<file path="config.mk">
export PLATFORM = sky130hd
export DESIGN_NAME = oled_frame_scanner
export DESIGN_NICKNAME = d
export VERILOG_FILES = /design/src/rtl/oled_pkg.sv /design/src/rtl/oled_frame_scanner_spi_byte_tx.sv /design/src/rtl/oled_frame_scanner.sv
export SDC_FILE = /design/constraint.sdc
export NUM_CORES = 1
export LEC_CHECK = 0
export ABC_CLOCK_PERIOD_IN_PS = 5100
export CORE_ASPECT_RATIO = 0.75
export CORE_MARGIN = 3
export CORE_UTILIZATION = 50
export CTS_CLUSTER_SIZE = 25
export DETAILED_ROUTE_END_ITERATION = 12
export PLACE_DENSITY = 0.71
export SYNTH_ARGS = -nofsm -noshare
export SYNTH_HDL_FRONTEND = slang
export SYNTH_SLANG_ARGS = --single-unit
</file>
<file path="constraint.sdc">
create_clock -name clk -period 5.1 [get_ports clk]
set_input_delay 0.51 -clock clk [delete_from_list [all_inputs] [get_ports clk]]
set_output_delay 0.51 -clock clk [all_outputs]
set_load 0.02 [all_outputs]
</file>
<file path="src/rtl/oled_pkg.sv">
// Shared constants, state encodings and the SSD1306 power-up command list
// for the OLED frame scanner.
package oled_pkg;

  localparam int PAGES    = 8;
  localparam int COLUMNS  = 128;
  localparam int INIT_LEN = 25;
  localparam int IDX_W    = 5;

  localparam logic [7:0] INIT_CMDS [INIT_LEN] = '{
    8'hAE, 8'hD5, 8'h80, 8'hA8, 8'h3F, 8'hD3, 8'h00, 8'h40, 8'h8D, 8'h14,
    8'h20, 8'h00, 8'hA1, 8'hC8, 8'hDA, 8'h12, 8'h81, 8'hCF, 8'hD9, 8'hF1,
    8'hDB, 8'h40, 8'hA4, 8'hA6, 8'hAF
  };

  typedef enum logic [2:0] {
    ST_RES_LOW,
    ST_RES_WAIT,
    ST_INIT,
    ST_FETCH,
    ST_WAIT_ACK,
    ST_SHIFT
  } scan_state_e;

  typedef enum logic [1:0] {
    TX_IDLE,
    TX_SHIFT,
    TX_GAP
  } tx_state_e;

  // Out-of-range indices return 0 so the lookup never reads past the table.
  function automatic logic [7:0] init_cmd(input logic [IDX_W-1:0] idx);
    if (idx < IDX_W'(INIT_LEN))
      return INIT_CMDS[idx];
    return 8'h00;
  endfunction

endpackage

</file>
<file path="src/rtl/oled_frame_scanner_spi_byte_tx.sv">
// Mode-0 SPI byte shifter: CLK_DIV cycles per SCLK half-period, MSB first,
// followed by a CLK_DIV-cycle deselect gap before it accepts the next byte.
module spi_byte_tx
  import oled_pkg::*;
#(
  parameter int CLK_DIV = 4
) (
  input  logic       clk,
  input  logic       rst,
  input  logic       start,
  input  logic [7:0] tx_byte,
  output logic       busy,
  output logic       pin_din,
  output logic       pin_clk,
  output logic       pin_cs
);

  localparam int DIV_W = (CLK_DIV > 1) ? $clog2(CLK_DIV) : 1;

  tx_state_e        st;
  logic [DIV_W-1:0] div_cnt;
  logic [3:0]       half_cnt;
  logic [7:0]       shreg;
  logic             div_last;

  assign div_last = (div_cnt == DIV_W'(CLK_DIV - 1));
  // Drops one cycle early so the parent's next load lands right after the gap.
  assign busy = (st == TX_SHIFT) || ((st == TX_GAP) && !div_last);

  always_ff @(posedge clk) begin
    if (rst) begin
      st       <= TX_IDLE;
      div_cnt  <= '0;
      half_cnt <= '0;
      pin_clk  <= 1'b0;
      pin_cs   <= 1'b1;
      pin_din  <= 1'b0;
    end else begin
      case (st)
        TX_IDLE: begin
          if (start) begin
            st       <= TX_SHIFT;
            pin_cs   <= 1'b0;
            pin_clk  <= 1'b0;
            pin_din  <= tx_byte[7];
            div_cnt  <= '0;
            half_cnt <= '0;
          end
        end
        TX_SHIFT: begin
          if (div_last) begin
            div_cnt  <= '0;
            half_cnt <= half_cnt + 1'b1;
            if (!half_cnt[0]) begin
              pin_clk <= 1'b1;
            end else begin
              pin_clk <= 1'b0;
              if (half_cnt == 4'd15) begin
                pin_cs <= 1'b1;
                st     <= TX_GAP;
              end else begin
                pin_din <= shreg[7];
              end
            end
          end else begin
            div_cnt <= div_cnt + 1'b1;
          end
        end
        TX_GAP: begin
          if (div_last) begin
            div_cnt <= '0;
            st      <= TX_IDLE;
          end else begin
            div_cnt <= div_cnt + 1'b1;
          end
        end
        default: st <= TX_IDLE;
      endcase
    end
  end

  always_ff @(posedge clk) begin
    if ((st == TX_IDLE) && start)
      shreg <= {tx_byte[6:0], 1'b0};
    else if ((st == TX_SHIFT) && div_last && half_cnt[0])
      shreg <= {shreg[6:0], 1'b0};
  end

endmodule

</file>
<file path="src/rtl/oled_frame_scanner.sv">
// SSD1306 panel driver: reset pulse, init command stream, then an endless
// horizontal-addressing frame sweep fetching each byte over a read/ack handshake.
module oled_frame_scanner
  import oled_pkg::*;
#(
  parameter int CLK_DIV      = 4,
  parameter int RESET_CYCLES = 1200
) (
  input  logic       clk,
  input  logic       reset,
  input  logic [7:0] data,
  input  logic       ack,
  output logic       pin_din,
  output logic       pin_clk,
  output logic       pin_cs,
  output logic       pin_dc,
  output logic       pin_res,
  output logic       read,
  output logic [2:0] page_idx,
  output logic [6:0] column_idx
);

  localparam int CNT_W = (RESET_CYCLES > 1) ? $clog2(RESET_CYCLES) : 1;

  scan_state_e      state, state_n;
  logic [CNT_W-1:0] cnt;
  logic [IDX_W-1:0] idx;
  logic             cnt_last;
  logic             tx_start;
  logic [7:0]       tx_byte;
  logic             tx_busy;

  assign cnt_last = (cnt == CNT_W'(RESET_CYCLES - 1));

  always_ff @(posedge clk) begin
    if (reset)
      state <= ST_RES_LOW;
    else
      state <= state_n;
  end

  always_comb begin
    state_n  = state;
    read     = 1'b0;
    tx_start = 1'b0;
    tx_byte  = init_cmd(idx);
    case (state)
      ST_RES_LOW:  if (cnt_last) state_n = ST_RES_WAIT;
      ST_RES_WAIT: if (cnt_last) state_n = ST_INIT;
      ST_INIT: begin
        if (idx == IDX_W'(INIT_LEN)) begin
          state_n = ST_FETCH;
        end else begin
          tx_start = 1'b1;
          state_n  = ST_SHIFT;
        end
      end
      ST_FETCH: begin
        read    = 1'b1;
        state_n = ST_WAIT_ACK;
      end
      ST_WAIT_ACK: begin
        if (ack) begin
          tx_start = 1'b1;
          tx_byte  = data;
          state_n  = ST_SHIFT;
        end
      end
      ST_SHIFT: begin
        if (!tx_busy)
          state_n = pin_dc ? ST_FETCH : ST_INIT;
      end
      default: state_n = ST_RES_LOW;
    endcase
  end

  always_ff @(posedge clk) begin
    if (reset) begin
      cnt        <= '0;
      idx        <= '0;
      pin_res    <= 1'b0;
      pin_dc     <= 1'b0;
      page_idx   <= '0;
      column_idx <= '0;
    end else begin
      case (state)
        ST_RES_LOW: begin
          cnt <= cnt_last ? '0 : cnt + 1'b1;
          if (cnt_last) pin_res <= 1'b1;
        end
        ST_RES_WAIT: begin
          cnt <= cnt_last ? '0 : cnt + 1'b1;
          if (cnt_last) idx <= '0;
        end
        ST_INIT: begin
          pin_dc <= 1'b0;
          if (idx != IDX_W'(INIT_LEN)) idx <= idx + 1'b1;
        end
        ST_WAIT_ACK: if (ack) pin_dc <= 1'b1;
        ST_SHIFT: begin
          // The panel wraps in horizontal mode, so the address just follows it.
          if (!tx_busy && pin_dc) begin
            if (column_idx == 7'(COLUMNS - 1)) begin
              column_idx <= '0;
              page_idx   <= (page_idx == 3'(PAGES - 1)) ? 3'd0 : page_idx + 1'b1;
            end else begin
              column_idx <= column_idx + 1'b1;
            end
          end
        end
        default: ;
      endcase
    end
  end

  spi_byte_tx #(
    .CLK_DIV (CLK_DIV)
  ) u_tx (
    .clk     (clk),
    .rst     (reset),
    .start   (tx_start),
    .tx_byte (tx_byte),
    .busy    (tx_busy),
    .pin_din (pin_din),
    .pin_clk (pin_clk),
    .pin_cs  (pin_cs)
  );

endmodule
</file>
==> impl_metrics.tcl <==
set metrics [dict create \
    slowest_delay_ps 600 \
    routed.top_layer "met4" \
    clock_latency_ps 300 \
    drive_gt1_share_pct 5.34 \
    drc 0 \
    max_slew_margin_pct 52.6 \
    synthCells 337 \
    cts_setup_buffers 0 \
    core_area_um2 5410 \
    netSwitchingFraction_pct 24.7 \
    drt_iter0_drc 107 \
    root_buffer "clkbuf_8" \
    wl_met1_mm 3.06 \
    synth.net_count 364 \
    grt_max_degree 35 \
    setup_ws_ps 2680 \
    nFillCells 522 \
    initial_core_util_pct 52.5 \
    via_per_inst 5.64 \
    multi_input_comb_area_um2 1690 \
    critPathSlowestCell "clkdlybuf4s50_1" \
    met3WireLength_um 267 \
    track_usage_pct 18.8 \
    switchingPower_uw 166 \
    internal-power_uw 507 \
    yosysMostFrequentCell "nor2_1" \
    met2_length_mm 2.57 \
    synth_area_leader_cell "dfxtp_1" \
    finalSetupViolations 0 \
    clockPowerShare_pct 33.5 \
    cp-start-kind "register" \
    power.density_nw_per_um2 210 \
    hp-class "register to register" \
    cts.htree.levels 2 \
    maxCapViolCount 0 \
    hold_viol_final 0 \
    yosysWarnings 0 \
    rsz0062_at_grt "no" \
    avgSynthCellArea_um2 8.42 \
    io_pins 27 \
    clock-sinks 48 \
    irDropWorstVdd_mv 0.115 \
    wl_per_cell_um 13.9 \
    area_growth_pct 13.1 \
    finalNetCount 382 \
    drtPass1Iterations 5 \
    p_total_uw 673 \
    cts_tree "built" \
    dp.final_hpwl_mm 4.31 \
    synth-seq-cells 48 \
    num_vias 2429 \
    num_rows 23 \
    antenna_found_initial 0 \
    synth_area_leaders "dfxtp_1 (29%), edfxtp_1 (7.4%), ha_1 (7.1%)" \
    cts_buffers 5 \
    dieArea_um2 6620 \
    async_flop_share_pct 0 \
    synthTopCellsByCount "nor2_1 (51), dfxtp_1 (41), nand2_1 (30)" \
    crit_path_max_fanout 15 \
    ys.flop_type "dfxtp_1" \
    synth_top_area_share_pct 28.9 \
    die_width_um 93.0 \
    skew_ps 7.56 \
    clkSlewWorstSetupHoldPaths_ps 90 \
    max-clock-path-buffers 2 \
    port_buffers 26 \
    finalMaxSlewViolations 0 \
    hold_buffers 0 \
    leakage_nw 1.16 \
    seqPwrFrac_pct 58.2 \
    synthesis.area_um2 2840 \
    post_synth_num_cell_types 61 \
    antenna_cells 0 \
    grt_pass1_wl_mm 10.3 \
    ys_seq_area_share_pct 36.3 \
    crit_type "register to output port" \
    cts_resized 0 \
    grt_pass1_vias 2179 \
    synth_edf_count 7 \
    fin_crit_sh_pct 47.4 \
    finalWeightedCongestion 0.919 \
    timing.fmax_mhz 414 \
    overflow 0 \
    crit_chain "nor2b_1 > and2_1 > clkdlybuf4s50_1" \
    worst_pin_slew_ps 710 \
    end_kind "output port" \
    comb_power_share_pct 8.3 \
    wirelength_mm 6.00 \
    ant_nets 0 \
    period_needed_ps 2420 \
    status "finished clean" \
    tns_ps 0 \
    cp.arrival_ps 1910 \
    regArea_um2 1030 \
    pre_cts_slack_ps 2460 \
    cp_data_required_time_ps 4590 \
    die_h_um 71.2 \
]
## sequential cells by signal, indices dropped and copies added (netlist names), 2 cells and up
signal	flops
cnt	11
column_idx	7
u_tx.shreg	7
idx	5
u_tx.half_cnt	4
page_idx	3
state	3
u_tx.div_cnt	2
u_tx.st	2
## routing by layer
metal  global-route usage [%]  vias to the layer above
met5                        0                        -
met4                     5.69                        0
met3                     4.41                       11
met2                     26.5                       46
met1                     28.5                     1118
li1                         -                     1254
## critical path, delay by kind of cell (launching register included)
kind / cells / cell delay (ps)
flops: 1 / 590
simple gates: 2 / 410
buf+inv: 1 / 600
## kinds of logic after synthesis
group	synth area share, %
flip-flops	36.3
XOR/XNOR	5.56
multiplexers	1.85
adder cells (fa/ha/maj)	7.41
AND/OR/NAND/NOR	26.6
buffers and inverters	4.01
AO/OA/AOI/OAI	18.3
## area by class of cell
class                   instances  area share, %
flip-flops and latches         48           32.1
inverters                      11           1.29
clock inverters                 2          0.351
clock buffers                   6           2.26
well taps                      75           2.92
repair buffers                 27           8.34
multi-input cells             262           52.7
## power by group through the flow
| stage | Sequential, mW | Clock (mW) | Combinational, mW |
|---|---|---|---|
| after floorplan | 0.401 | 0 | 0.0351 |
| after global placement | 0.400 | 0 | 0.0554 |
| after detailed placement | 0.400 | 0 | 0.0557 |
| after CTS | 0.391 | 0.233 | 0.0562 |
| after global routing | 0.392 | 0.247 | 0.0619 |
| final | 0.391 | 0.226 | 0.0560 |
## final timing paths
check,start,to,slack (ps),depth (start not counted)
worst max-delay path,state[1],read,2680,3
worst min-delay path,page_idx[1],page_idx[1],480,2
worst max register to register,state[2],u_tx.shreg[2],2690,4
worst min register to register,page_idx[1],page_idx[1],480,2
## cell usage in the layout (no fill, tap or decap), drive strengths merged, types with 5 or more instances in the layout
cell,n
clkdlybuf4s50,26
dfxtp,41
a31oi,8
nor2b,12
nand3,7
xnor2,6
nand4,9
a21oi,21
ha,16
inv,11
and3,9
nand2,31
o21ai,16
nor2,51
clkbuf,6
xor2,12
a311oi,5
edfxtp,7
## stage by stage
step / cells / utilization (%) / hold slack (ps) / instance area (um^2)
detailed placement: 423 / 57.8 / 468 / 3130
global placement: 423 / 57.8 / 464 / 3130
finish: 431 / 59.3 / 477 / 3210
floorplan: 337 / - / 453 / 2840
global route: 431 / 59.3 / 517 / 3210
CTS: 431 / 59.3 / 480 / 3210
No activity file was read; power rests on OpenSTA's default activity.
